$ cat config.mk
export PLATFORM = sky130hd
export DESIGN_NAME = router_cfg_seq
export DESIGN_NICKNAME = d
export VERILOG_FILES = /design/src/rtl/router_pkg.sv /design/src/rtl/prio_enc_n.sv /design/src/rtl/router_cfg_seq.sv
export SDC_FILE = /design/constraint.sdc
export NUM_CORES = 1
export LEC_CHECK = 0
export CELL_PAD_IN_SITES_DETAIL_PLACEMENT = 0
export CELL_PAD_IN_SITES_GLOBAL_PLACEMENT = 1
export CORE_MARGIN = 4
export CORE_UTILIZATION = 44
export DETAILED_ROUTE_END_ITERATION = 6
export PLACE_DENSITY_LB_ADDON = 0.1
export SLEW_MARGIN = 20
export SYNTH_ARGS = -nofsm -noshare
export SYNTH_HDL_FRONTEND = slang
export SYNTH_SLANG_ARGS = --single-unit
$ cat constraint.sdc
create_clock -name clk_in -period 2.05 [get_ports clk_in]
set_input_delay 0.615 -clock clk_in [delete_from_list [all_inputs] [get_ports clk_in]]
set_output_delay 0.615 -clock clk_in [all_outputs]
set_load 0.01 [all_outputs]
$ cat src/rtl/router_pkg.sv
// Shared definitions for the router configuration sequencer: FSM encoding,
// default replay timing and a constant-friendly clog2.
package router_pkg;

  localparam int unsigned T_SETUP_DEF = 2;
  localparam int unsigned T_PULSE_DEF = 2;
  localparam int unsigned T_HOLD_DEF  = 2;

  typedef enum logic [2:0] {
    ST_IDLE  = 3'd0,
    ST_SCAN  = 3'd1,
    ST_SETUP = 3'd2,
    ST_PULSE = 3'd3,
    ST_HOLD  = 3'd4,
    ST_DONE  = 3'd5
  } state_t;

  function automatic int unsigned clog2(input int unsigned v);
    int unsigned r;
    r = 0;
    for (int unsigned i = 0; i < 32; i++) begin
      if ((64'(1) << i) < 64'(v)) r = i + 1;
    end
    return r;
  endfunction

  function automatic int unsigned max3(input int unsigned a, input int unsigned b,
                                       input int unsigned c);
    int unsigned m;
    m = (a > b) ? a : b;
    return (m > c) ? m : c;
  endfunction

endpackage

$ cat src/rtl/prio_enc_n.sv
// Lowest-set-bit encoder: index of the least significant request plus any-valid.
module prio_enc_n
  import router_pkg::*;
#(
  parameter int unsigned N_OUT = 8,
  parameter int unsigned W_IDX = (clog2(N_OUT) > 0) ? clog2(N_OUT) : 1
) (
  input  logic [N_OUT-1:0] req,
  output logic [W_IDX-1:0] idx,
  output logic             valid
);

  // Scan from the top so the lowest set bit is written last.
  always_comb begin
    idx   = '0;
    valid = 1'b0;
    for (int unsigned i = N_OUT; i > 0; i--) begin
      if (req[i-1]) begin
        idx   = W_IDX'(i - 1);
        valid = 1'b1;
      end
    end
  end

endmodule

$ cat src/rtl/router_cfg_seq.sv
// Configuration sequencer: shadows front-panel route writes and, on commit,
// replays each dirty destination to the router with setup/pulse/hold timing.
module router_cfg_seq
  import router_pkg::*;
#(
  parameter int unsigned W_SEL   = 4,
  parameter int unsigned N_IN    = 8,
  parameter int unsigned N_OUT   = 8,
  parameter int unsigned T_SETUP = T_SETUP_DEF,
  parameter int unsigned T_PULSE = T_PULSE_DEF,
  parameter int unsigned T_HOLD  = T_HOLD_DEF
) (
  input  logic             clk_in,
  input  logic             rst_in,
  input  logic             cfg_wr_in,
  input  logic [W_SEL-1:0] cfg_dest_in,
  input  logic [W_SEL-1:0] cfg_src_in,
  input  logic             cfg_active_in,
  input  logic             cfg_commit_in,
  output logic [W_SEL-1:0] src_select_out,
  output logic [W_SEL-1:0] dest_select_out,
  output logic [N_OUT-1:0] output_active_out,
  output logic             update_out,
  output logic             busy_out,
  output logic             done_out,
  output logic             cfg_err_out
);

  localparam int unsigned IDX_W = (clog2(N_OUT) > 0) ? clog2(N_OUT) : 1;
  localparam int unsigned T_MAX = max3(T_SETUP, T_PULSE, T_HOLD);
  localparam int unsigned CNT_W = clog2(T_MAX + 1);

  state_t           state;
  state_t           state_nxt;
  logic [CNT_W-1:0] cnt;

  logic [W_SEL-1:0] shadow_src [N_OUT];
  logic [N_OUT-1:0] shadow_act;
  logic [N_OUT-1:0] dirty;

  logic [IDX_W-1:0] wr_idx;
  logic [IDX_W-1:0] scan_idx;
  logic             scan_valid;
  logic             wr_bad;
  logic             wr_ok;
  logic             load_entry;

  logic             update_d;
  logic             busy_d;
  logic             done_d;

  assign wr_bad     = cfg_wr_in && ((32'(cfg_dest_in) >= N_OUT) || (32'(cfg_src_in) >= N_IN));
  assign wr_ok      = cfg_wr_in && !wr_bad;
  assign wr_idx     = IDX_W'(cfg_dest_in);
  assign load_entry = (state == ST_SCAN) && scan_valid;

  prio_enc_n #(
    .N_OUT (N_OUT),
    .W_IDX (IDX_W)
  ) u_prio_enc (
    .req   (dirty),
    .idx   (scan_idx),
    .valid (scan_valid)
  );

  always_ff @(posedge clk_in) begin
    if (rst_in) state <= ST_IDLE;
    else        state <= state_nxt;
  end

  always_comb begin
    state_nxt = state;
    case (state)
      ST_IDLE:  if (cfg_commit_in) state_nxt = ST_SCAN;
      ST_SCAN:  state_nxt = scan_valid ? ST_SETUP : ST_DONE;
      ST_SETUP: if (cnt == '0) state_nxt = ST_PULSE;
      ST_PULSE: if (cnt == '0) state_nxt = ST_HOLD;
      ST_HOLD:  if (cnt == '0) state_nxt = ST_SCAN;
      ST_DONE:  state_nxt = ST_IDLE;
      default:  state_nxt = ST_IDLE;
    endcase
  end

  // Registered outputs follow the state being entered, so they align with it.
  always_comb begin
    update_d = 1'b0;
    busy_d   = 1'b0;
    done_d   = 1'b0;
    case (state_nxt)
      ST_SCAN, ST_SETUP, ST_HOLD: busy_d = 1'b1;
      ST_PULSE: begin
        busy_d   = 1'b1;
        update_d = 1'b1;
      end
      ST_DONE:  done_d = 1'b1;
      default:  ;
    endcase
  end

  // One down-counter shared by the timed states, reloaded on every state entry.
  always_ff @(posedge clk_in) begin
    if (rst_in) begin
      cnt <= '0;
    end else if (state_nxt != state) begin
      case (state_nxt)
        ST_SETUP: cnt <= CNT_W'(T_SETUP - 1);
        ST_PULSE: cnt <= CNT_W'(T_PULSE - 1);
        ST_HOLD:  cnt <= CNT_W'(T_HOLD - 1);
        default:  cnt <= '0;
      endcase
    end else if (cnt != '0) begin
      cnt <= cnt - CNT_W'(1);
    end
  end

  // Shadow table; a write in the same cycle as the scan clear keeps the entry dirty.
  always_ff @(posedge clk_in) begin
    if (rst_in) begin
      for (int unsigned i = 0; i < N_OUT; i++) shadow_src[i] <= '0;
      shadow_act <= '0;
      dirty      <= '1;
    end else begin
      if (load_entry) dirty[scan_idx] <= 1'b0;
      if (wr_ok) begin
        shadow_src[wr_idx] <= cfg_src_in;
        shadow_act[wr_idx] <= cfg_active_in;
        dirty[wr_idx]      <= 1'b1;
      end
    end
  end

  always_ff @(posedge clk_in) begin
    if (rst_in) begin
      src_select_out    <= '0;
      dest_select_out   <= '0;
      output_active_out <= '0;
      update_out        <= 1'b0;
      busy_out          <= 1'b0;
      done_out          <= 1'b0;
      cfg_err_out       <= 1'b0;
    end else begin
      update_out  <= update_d;
      busy_out    <= busy_d;
      done_out    <= done_d;
      cfg_err_out <= wr_bad;
      if (load_entry) begin
        src_select_out    <= shadow_src[scan_idx];
        dest_select_out   <= W_SEL'(scan_idx);
        output_active_out <= shadow_act;
      end
    end
  end

endmodule

==> metrics.md <==
| Metric | Value |
|---|---|
| Core Box Area | `0.00694 mm2` |
| Final RePlAce weighted congestion | `0.822` |
| WP data arrival | `2150 ps` |
| CTS hold repair buffers | `0` |
| Reg power frac | `49.3%` |
| Post-synthesis mux area share | `2.82%` |
| Commonest cells in the netlist | `dfxtp_1 (40), nand2_1 (40), edfxtp_1 (32), nor2_1 (32), a21oi_1 (30)` |
| RSZ-0062 raised after global routing | `false` |
| Nets | `398` |
| CP peak stage delay | `400 ps` |
| Relative slew slack | `63.0%` |
| DR WL/cell | `15.0 um` |
| TritonRoute pass-1 iters | `4` |
| Post-synthesis adder-cell area fraction | `0.391%` |
| Initial antenna violation count | `0` |
| Ys Warns | `0` |
| Max Cap Viol | `0` |
| Vias in the first global route | `2271` |
| Yosys top cell area share | `30.0%` |
| Antenna diode count | `0` |
| Status | `finished, final reports clean` |
| LEAKAGE | `1.56 nW` |
| Die X | `93.3 um` |
| Worst path slowest cell | `clkdlybuf4s50_1` |
| HPWL after DPL | `5400 um` |
| Startpoint types | `input pin` |
| Total Routing Usage GR | `17.7%` |
| Layout fillers | `649` |
| CP Class | `in2reg` |
| FMAX | `517 MHz` |
| Buf/Inv on CP | `2` |
| Die Y | `93.3 um` |
| Skew final | `7.00 ps` |
| Worst-path clk slew | `80 ps` |
| Clock root cell | `clkbuf_8` |
| WP data required | `2260 ps` |
| Setup_tns | `0 ps` |
| Crit share post-route | `94.4%` |
| Worst-path maximum fanout | `4` |
| Initial Utilization | `46.1%` |
| Yosys top cell by area | `edfxtp_1` |
| Post-Syn Instances | `325` |
| Max Slew Vio Count | `0` |
| Switching power | `0.000828 W` |
| First-pass GRT wire length | `11600 um` |
| Detailed-route vias per instance | `4.99` |
| Register area share after synthesis | `55.1%` |
| Starting DRC count in detailed routing | `155` |
| Simple-Gate Fraction of Synth Area | `21.5%` |
| Primary FF master, synth | `dfxtp_1` |
| Switch share | `25.0%` |
| Max clock buf depth | `2` |
| PortBufs | `31` |
| Ports | `33` |
| CTS sink count | `72` |
| Post-Layout Inst Area | `0.00398 mm2` |
| VDD IR max | `528 uV` |
| Syn avg cell area | `9.84 um2` |
| Routed WL | `7260 um` |
| Total gr overflow | `0` |
| Min-delay worst type | `reg2reg` |
| Post-CTS setup buffers | `0` |
| Netlist cell types | `51` |
| Worst slew pin tran | `547 ps` |
| Die ar. | `0.00870 mm2` |
| Power density over the cells | `831 mW/mm2` |
| Via count | `2417` |
| Worst skew pair latency | `340 ps` |
| Area Overhead vs Synth | `24.4%` |
| Compound-Gate Fraction of Synth Area | `14.9%` |
| Post-synth EDFFs | `32` |
| Finish-stage setup viols | `0` |
| Post-synthesis register bit count | `72` |
| Mapped Area | `0.00320 mm2` |
| CTS tree | `built` |
| Xor and xnor area share after synthesis | `0.274%` |
| Share of cells above drive strength 1 | `13.7%` |
| Synth async-reset ratio | `0%` |
| Worst-path cell chain | `clkdlybuf4s50_1 > nor2_1 > and3_1 > nand2b_1 > nor3_1 > buf_4 > and2_1` |
| Total clock buffers created by CTS | `9` |
| Remaining DRCs | `0` |
| Largest family of logic cells by synthesized area | `simple AND/OR/NAND/NOR gates` |
| Largest net degree at the start of global routing | `18` |
| Top cells by area, synth | `edfxtp_1 (30%), dfxtp_1 (25%), and2_1 (4.9%), a21oi_1 (4.7%), nand2_1 (4.7%)` |
| Site row count | `30` |
| H-tree depth | `3` |
| Post-layout minimum cycle time | `1930 ps` |
| Placed Area | `0.00375 mm2` |
| Delay-heaviest family, CP | `simple AND/OR/NAND/NOR gates` |
| Critical Path End Type | `register` |
| Pint | `0.00248 W` |
| ANT nets after route | `0` |
| Post-cts sizing count | `0` |
| Clock power frac | `37.9%` |
| Hold violation total from the final report | `0` |
| Power share of the combinational group | `12.9%` |
placed cells by master (no fill, tap or decap), drive strengths merged:
| cell | count |
|---|---|
| a211oi | 3 |
| nand4 | 4 |
| nor2 | 33 |
| a21oi | 31 |
| dfxtp | 40 |
| clkinv | 1 |
| or3 | 2 |
| o22ai | 1 |
| mux2i | 9 |
| bufinv | 1 |
| nand2b | 5 |
| xnor2 | 1 |
| o21ai | 14 |
| nor4b | 1 |
| a21o | 2 |
| a22o | 8 |
| a21boi | 1 |
| ha | 1 |
| a311o | 1 |
| a31oi | 2 |
| edfxtp | 32 |
| o221ai | 4 |
| conb | 9 |
| and2 | 25 |
| inv | 15 |
| clkdlybuf4s50 | 31 |
| nor3b | 1 |
| clkbuf | 12 |
| o31ai | 1 |
| nor3 | 6 |
| nor2b | 4 |
| o22a | 1 |
| or2 | 3 |
| nand2 | 42 |
| nor4 | 2 |
| o21a | 5 |
| and3 | 2 |
| nand3 | 6 |
| buf | 26 |
per-layer routing:
| layer | wire length (um) | track usage [%] | up-vias |
|---|---|---|---|
| li1 | - | - | 1236 |
| met1 | 3540 | 24.2 | 1112 |
| met2 | 3350 | 27.7 | 53 |
| met3 | 267 | 4.18 | 16 |
| met4 | 102 | 5.25 | 0 |
| met5 | 0 | 0 | - |
registers in the layout, indices dropped and copies added (netlist names), 2 cells and up:
| signal | flops |
|---|---|
| output_active_out | 8 |
| state | 3 |
| shadow_src | 32 |
| dirty | 8 |
| src_select_out | 4 |
| dest_select_out | 3 |
| shadow_act | 8 |
| cnt | 2 |
layout make-up:
cell class | instances | area, um2 | share of cell area, %
clock buffers | 12 | 178 | 4.47
clock inverters | 3 | 45.0 | 1.13
repair buffers | 57 | 505 | 12.7
multi-input cells | 230 | 1320 | 33.1
inverters | 14 | 52.6 | 1.32
flip-flops and latches | 72 | 1760 | 44.3
well taps | 96 | 120 | 3.02
worst paths after layout:
kind	startpoint	end	slack, ps	cells past startpoint
worst min-delay path	shadow_act[0]$_SDFFE_PP0P_	output_active_out[0]$_SDFFE_PP0N_	460	2
worst min register to register	shadow_act[0]$_SDFFE_PP0P_	output_active_out[0]$_SDFFE_PP0N_	460	2
worst max-delay path	cfg_dest_in[3]	shadow_src[1][2]$_SDFFCE_PN0P_	120	7
worst max register to register	dirty[0]$_SDFF_PP1_	src_select_out[0]$_SDFFE_PP0N_	160	6
cells by family after synthesis:
family / count (synthesis)
xor gates and xnor gates: 1
other: 1
AOI/OAI and AO/OA: 74
DFF: 72
and+or+nand+nor: 136
adders and majority gates: 1
buffers and inverters: 31
muxes: 9
worst reg2reg max path, delay by kind of cell, from the launching register on:
kind / cells / cell delay [ps]
AOI/OAI and AO/OA: 4 / 830
and+or+nand+nor: 1 / 100
muxes: 1 / 320
DFF: 1 / 520
power by group through the flow:
stage	clock [W]	combinational, W	sequential (W)
3_5_place_dp	0	0.000427	0.00166
4_1_cts	0.00126	0.000429	0.00163
5_1_grt	0.00133	0.000476	0.00164
2_1_floorplan	0	0.000269	0.00165
6_report	0.00125	0.000426	0.00163
3_3_place_gp	0	0.000422	0.00166
metrics by stage:
stage / hold slack [ps] / cells / util (%) / worst slack (ps) / total power, W
CTS: 459 / 484 / 57.2 / 94.6 / 0.00332
finish: 456 / 484 / 57.3 / 116 / 0.00331
floorplan: 432 / 333 / - / 361 / 0.00192
global route: 479 / 484 / 57.3 / 2.73 / 0.00344
detailed placement: 450 / 469 / 54.0 / -304 / 0.00209
global placement: 445 / 469 / 54.0 / -290 / 0.00208
Power figures use the tool's default switching activity.
